File: config.mk
export PLATFORM = sky130hd
export DESIGN_NAME = pll_clk_manager
export DESIGN_NICKNAME = d
export VERILOG_FILES = /design/src/rtl/pll_clk_manager.sv
export SDC_FILE = /design/constraint.sdc
export NUM_CORES = 1
export LEC_CHECK = 0
export BUFFER_PORTS_ARGS = -buffer_cell sky130_fd_sc_hd__clkbuf_2
export CAP_MARGIN = 20
export CORE_ASPECT_RATIO = 2
export CORE_MARGIN = 5
export CORE_UTILIZATION = 30
export CTS_CLUSTER_DIAMETER = 40
export CTS_CLUSTER_SIZE = 20
export DETAILED_ROUTE_END_ITERATION = 8
export SYNTH_ARGS = -nofsm -noshare
export SYNTH_HDL_FRONTEND = slang
export SYNTH_SLANG_ARGS = --single-unit
File: constraint.sdc
create_clock -name clk -period 1.78 [get_ports clk]
set_input_delay 0.267 -clock clk [delete_from_list [all_inputs] [get_ports clk]]
set_output_delay 0.267 -clock clk [all_outputs]
set_load 0.05 [all_outputs]
File: src/rtl/pll_clk_manager.sv
// Post-PLL clock manager: filters the PLL lock flag, sequences the system reset,
// and generates phase-aligned single-cycle clock-enable strobes in the PLL domain.
module pll_clk_manager #(
  parameter int                   NCH       = 2,
  parameter int                   DIV_W     = 24,
  parameter logic [NCH*DIV_W-1:0] DIVS      = {24'd250000, 24'd25},
  parameter int                   LOCK_FILT = 1024,
  parameter int                   RST_HOLD  = 16
) (
  input  logic           clk,
  input  logic           reset,
  input  logic           pll_locked,
  input  logic [NCH-1:0] ch_en,
  output logic           sys_rst,
  output logic           ready,
  output logic [NCH-1:0] ce,
  output logic [7:0]     lock_loss_cnt,
  output logic [1:0]     state
);

  localparam int FW = $clog2(LOCK_FILT + 1);
  localparam int HW = $clog2(RST_HOLD + 1);

  typedef enum logic [1:0] {
    WAIT_LOCK = 2'd0,
    HOLD      = 2'd1,
    RUN       = 2'd2
  } state_t;

  logic          sync1, sync2;
  logic [FW-1:0] filt_cnt;
  logic          lock_ok;
  state_t        state_q, state_d;
  logic [HW-1:0] hold_q, hold_d;
  logic          loss_inc;
  logic          sys_rst_q;
  logic [7:0]    loss_q;
  logic          advance;

  // NOTE: sequential state is written only with non-blocking assignments so every
  // flop samples the pre-edge values of its neighbours, independent of block order.
  always_ff @(posedge clk) begin
    if (reset) begin
      sync1 <= 1'b0;
      sync2 <= 1'b0;
    end else begin
      sync1 <= pll_locked;
      sync2 <= sync1;
    end
  end

  // Any low synchronised sample restarts the filter; saturates once lock is trusted.
  always_ff @(posedge clk) begin
    if (reset || !sync2) begin
      filt_cnt <= '0;
    end else if (!lock_ok) begin
      filt_cnt <= filt_cnt + 1'b1;
    end
  end

  assign lock_ok = (filt_cnt == FW'(LOCK_FILT));

  // NOTE: every output of this block gets a default first, so no path leaves a
  // variable unassigned and no latch is inferred.
  always_comb begin
    state_d  = state_q;
    hold_d   = '0;
    loss_inc = 1'b0;
    case (state_q)
      WAIT_LOCK: begin
        if (lock_ok) state_d = HOLD;
      end
      HOLD: begin
        if (!lock_ok) begin
          state_d = WAIT_LOCK;
        end else if (hold_q == HW'(RST_HOLD - 1)) begin
          state_d = RUN;
        end else begin
          hold_d = hold_q + 1'b1;
        end
      end
      RUN: begin
        if (!lock_ok) begin
          state_d  = WAIT_LOCK;
          loss_inc = 1'b1;
        end
      end
      default: state_d = WAIT_LOCK;
    endcase
  end

  // sys_rst is a flop driven from the next state, so it never glitches on decode.
  always_ff @(posedge clk) begin
    if (reset) begin
      state_q   <= WAIT_LOCK;
      hold_q    <= '0;
      sys_rst_q <= 1'b1;
      loss_q    <= '0;
    end else begin
      state_q   <= state_d;
      hold_q    <= hold_d;
      sys_rst_q <= (state_d != RUN);
      if (loss_inc && (loss_q != 8'hFF)) loss_q <= loss_q + 1'b1;
    end
  end

  assign sys_rst       = sys_rst_q;
  assign ready         = ~sys_rst_q;
  assign state         = state_q;
  assign lock_loss_cnt = loss_q;

  // Counters advance only between two RUN cycles: all start together on entry
  // and are already clear in the first cycle after RUN is left.
  assign advance = (state_q == RUN) && (state_d == RUN);

  for (genvar i = 0; i < NCH; i++) begin : g_ch
    localparam logic [DIV_W-1:0] DIV = DIVS[i*DIV_W +: DIV_W];

    logic [DIV_W-1:0] cnt;
    logic             ce_q;
    logic             run_ch;
    logic             at_end;

    assign run_ch = advance && ch_en[i] && (DIV != '0);
    assign at_end = (cnt == DIV - 1'b1);

    always_ff @(posedge clk) begin
      if (reset) begin
        cnt  <= '0;
        ce_q <= 1'b0;
      end else begin
        if (run_ch) cnt <= at_end ? '0 : cnt + 1'b1;
        else        cnt <= '0;
        ce_q <= run_ch && at_end;
      end
    end

    assign ce[i] = ce_q;
  end

endmodule

==> metrics.md <==
| Metric | Value |
|---|---|
| Run status | finished, violations left |
| Violations in the final reports | setup timing |
| Num rows | 58 |
| Reg clk slew, reported paths | roughly 0.060 ns |
| Share of cells above drive strength 1 | between 30% and 40% |
| Largest net degree at the start of global routing | 24 |
| Minimum clock period | just under 2 ns |
| Final #Nets | 507 |
| Clock root cell | clkbuf_16 |
| WL met2 | slightly above 5 mm |
| Rel. slew slack | between 60% and 70% |
| RSZ-0062 raised after global routing | true |
| Async set-reset flop share out of synthesis | 0% |
| Fmax | a little over 500 MHz |
| R2r endpoint | g_ch[0].cnt[15]$_SDFF_PP0_ |
| Worst R2R Path Depth | 5 |
| Placer Congestion | between 0.7 and 0.8 |
| Max Cap Violations | 0 |
| Hold Slack | approximately 0.14 ns |
| Placed Cells | between 600 and 700 |
| Ys flop type | dfxtp_1 |
| Clk Latency, worst-skew pair | roughly 0.34 ns |
| DRT Pass-1 Iters | 4 |
| Slowest CP cell | or4_1 |
| CORE AREA | between 10000 and 15000 um^2 |
| GR Overflow Total | 0 |
| Sink Count | between 70 and 80 |
| Arrival time at the worst endpoint | about 2.2 ns |
| Initial Util | a little under a third |
| Area delta synth->final | 29.3% |
| Pleak | 1.63 nW |
| Commonest non-fill, non-tap cell in the layout | dfxtp_1 |
| Routed wl met3 | slightly above 200 um |
| DR vias/cell | 5.08 |
| Crit-path max FO | 17 |
| Yosys cell types | just under 50 |
| CTS H-Tree Depth | 3 |
| Worst setup margin | -0.196 ns |
| Slowest cell delay on critical path | 0.52 ns |
| Die Ht | 170 um |
| R2r startpoint | g_ch[0].cnt[7]$_SDFF_PP0_ |
| Vias post-DR | 3300 |
| DRC viols | 0 |
| Die area | about 15000 um^2 |
| Diode count | 0 |
| Hold WC Path Type | in -> reg |
| Detailed placement HPWL | between 6 and 7 mm |
| Worst VDD drop | approximately 0.0007 V |
| Routed Antenna Nets | 0 |
| CTS Hold Bufs | 0 |
| Crit. End Element | flip-flop |
| Die width | 89.8 um |
| Setup CP Type | reg -> reg |
| Sequential area share after synthesis | between 40% and 50% |
| Cell Count, Final, Fillers Out | 649 |
| I/O pin cnt | 19 |
| Finish-stage setup viols | 57 |
| Final core occ | 39.3% |
| CTS tree | yes |
| Final hold violations | 0 |
| FF+latch count, synth | between 70 and 80 |
| Hold path cells | 2 |
| Met1 WL | approximately 3.5 mm |
| Most frequent cells in the layout | dfxtp_1, buf_4, nand3_1, nor2_2, xnor2_1 |
| WL per Instance | 13.8 um |
| Total GRT Usage | 12.2% |
| Post-Syn Instances | roughly 420 |
| Num CTS Buffers | 9 |
| Crit path launch type | flip-flop |
| Setup slack, reg-to-reg | -0.20 ns |
| Buf/Inv on CP | 1 |
| First-pass GRT wire length | between 15 and 20 mm |
| Clock Path Buffers | 2 |
| Initial antenna violation count | 0 |
| Number of flops mapped to enable cells by yosys | 0 |
| Hold endpoint | sync1$_SDFF_PP0_ |
| Synth Cell Area | roughly 3800 um^2 |
| I/O Buffers | 18 |
| Yosys Warn Count | 0 |
| Syn Area/Cell | slightly above 9 um^2 |
| Vias in the first global route | between 3000 and 4000 |
| PD cells | 743 nW/um^2 |
| Syn_nets | about 430 |
| Worst-path cell chain | or4_1 -> or4_4 -> o2111ai_4 -> buf_12 -> a21oi_1 |
| Hold Crit Start | pll_locked |
| Top sig layer | met4 |
| Worst Path Required | about 2.0 ns |
| Worst Skew | about 0.007 ns |
| Final worst-path cycle share | 111% |
| CP delay by family, top | simple AND/OR/NAND/NOR gates |
| 1st-iter DRT viols | about 100 |
| Drt total wl | approximately 9 mm |
| Tightest Pin Transition | between 0.5 and 0.6 ns |
| Pins Over Slew Limit | 0 |
==> metrics by stage <==
| step | setup WS [ns] | instance area [um^2] | TNS (ns) | total power, mW |
|---|---|---|---|---|
| finish | -0.196 | 4940 | -7.87 | 3.67 |
| floorplan | -0.165 | 3840 | -6.58 | 1.82 |
| CTS | -0.199 | 4840 | -8.97 | 3.72 |
| global placement | -0.161 | 4470 | -6.39 | 1.84 |
| detailed placement | -0.194 | 4470 | -8.00 | 1.84 |
| global route | -0.256 | 4940 | -12.39 | 3.81 |
==> layer usage <==
layer	vias to the layer above	GRT usage (%)
met5	-	0
met4	0	4.54
met3	8	2.40
met2	36	24.0
met1	1579	12.2
li1	1677	-
==> registers in the layout (all words and copies together), names as in the netlist <==
register / flops
g_ch.cnt: 48
sync1: 1
state: 2
lock_loss_cnt: 8
g_ch.ce_q: 2
sys_rst: 1
sync2: 1
filt_cnt: 11
hold_q: 5
==> area by class of cell <==
cell class | instances | area (um^2)
clock inverter | 7 | 78.8
clock buffer | 9 | 225
tap | 150 | 188
fill | 1262 | 7620
timing repair buffer | 78 | 588
multi-input combinational | 307 | 2190
sequential | 79 | 1600
inverter | 19 | 71.3
==> Yosys cell counts (2+ instances only) <==
library cell  count  area, um^2
a21oi_1          14        70.1
a21oi_2          11        96.3
a31oi_1           2        12.5
and2_1            2        12.5
and3_1           10        62.6
and4_1            5        43.8
buf_4             2        15.0
buf_6             4        45.0
clkbuf_1          8        30.0
dfxtp_1          79        1580
ha_1              8         100
inv_1            19        71.3
nand2_1          17        63.8
nand2b_1          4        25.0
nand3_1          32         160
nand4_1          13        81.3
nor2_1           23        86.3
nor2_2           29         181
nor2b_1           4        25.0
nor3_1           13        65.1
nor4_1           11        68.8
nor4b_1           3        26.3
o2111ai_4         2        52.6
o21ai_0          10        50.1
o31ai_1          16         120
or3_1             8        50.1
or4_1            17         128
xnor2_1          24         210
xor2_1           11        96.3
==> report_power, final <==
part / leakage [nW] / switching (mW) / internal (mW) / total [mW]
Combinational: 0.843 / 0.0179 / 0.0149 / 0.0328
Clock: 0.147 / 0.766 / 1.10 / 1.87
Sequential: 0.642 / 0.000803 / 1.77 / 1.77
==> worst max path at each step <==
stage,startpoint,to,cells after the start
finish,g_ch[0].cnt[7]$_SDFF_PP0_,g_ch[0].cnt[15]$_SDFF_PP0_,5
detailed placement,g_ch[0].cnt[7]$_SDFF_PP0_,g_ch[0].cnt[15]$_SDFF_PP0_,5
floorplan,filt_cnt[0]$_SDFFE_PP0P_,g_ch[1].cnt[17]$_SDFF_PP0_,7
global placement,g_ch[0].cnt[7]$_SDFF_PP0_,g_ch[0].cnt[13]$_SDFF_PP0_,5
global route,g_ch[0].cnt[7]$_SDFF_PP0_,g_ch[0].cnt[13]$_SDFF_PP0_,5
CTS,g_ch[0].cnt[7]$_SDFF_PP0_,g_ch[0].cnt[15]$_SDFF_PP0_,5
==> what timing repair did <==
action | in CTS | in global routing
setup buffers | 1 | 1
pin swaps | 10 | 14
endpoints found under the setup margin | 58 | 71
resized for setup | 19 | 17
cloned | 1 | 0
hold endpoints to repair | 0 | 0
==> kinds of logic after synthesis <==
family / Yosys count / synth area share [%]
fa+ha+maj: 8 / 2.62
simple gates: 200 / 30.7
mux: 2 / 0.557
xor+xnor: 35 / 8.02
buf+inv: 35 / 4.45
flops: 79 / 41.4
compound gates: 62 / 12.3
No activity file was read; power rests on OpenSTA's default activity.
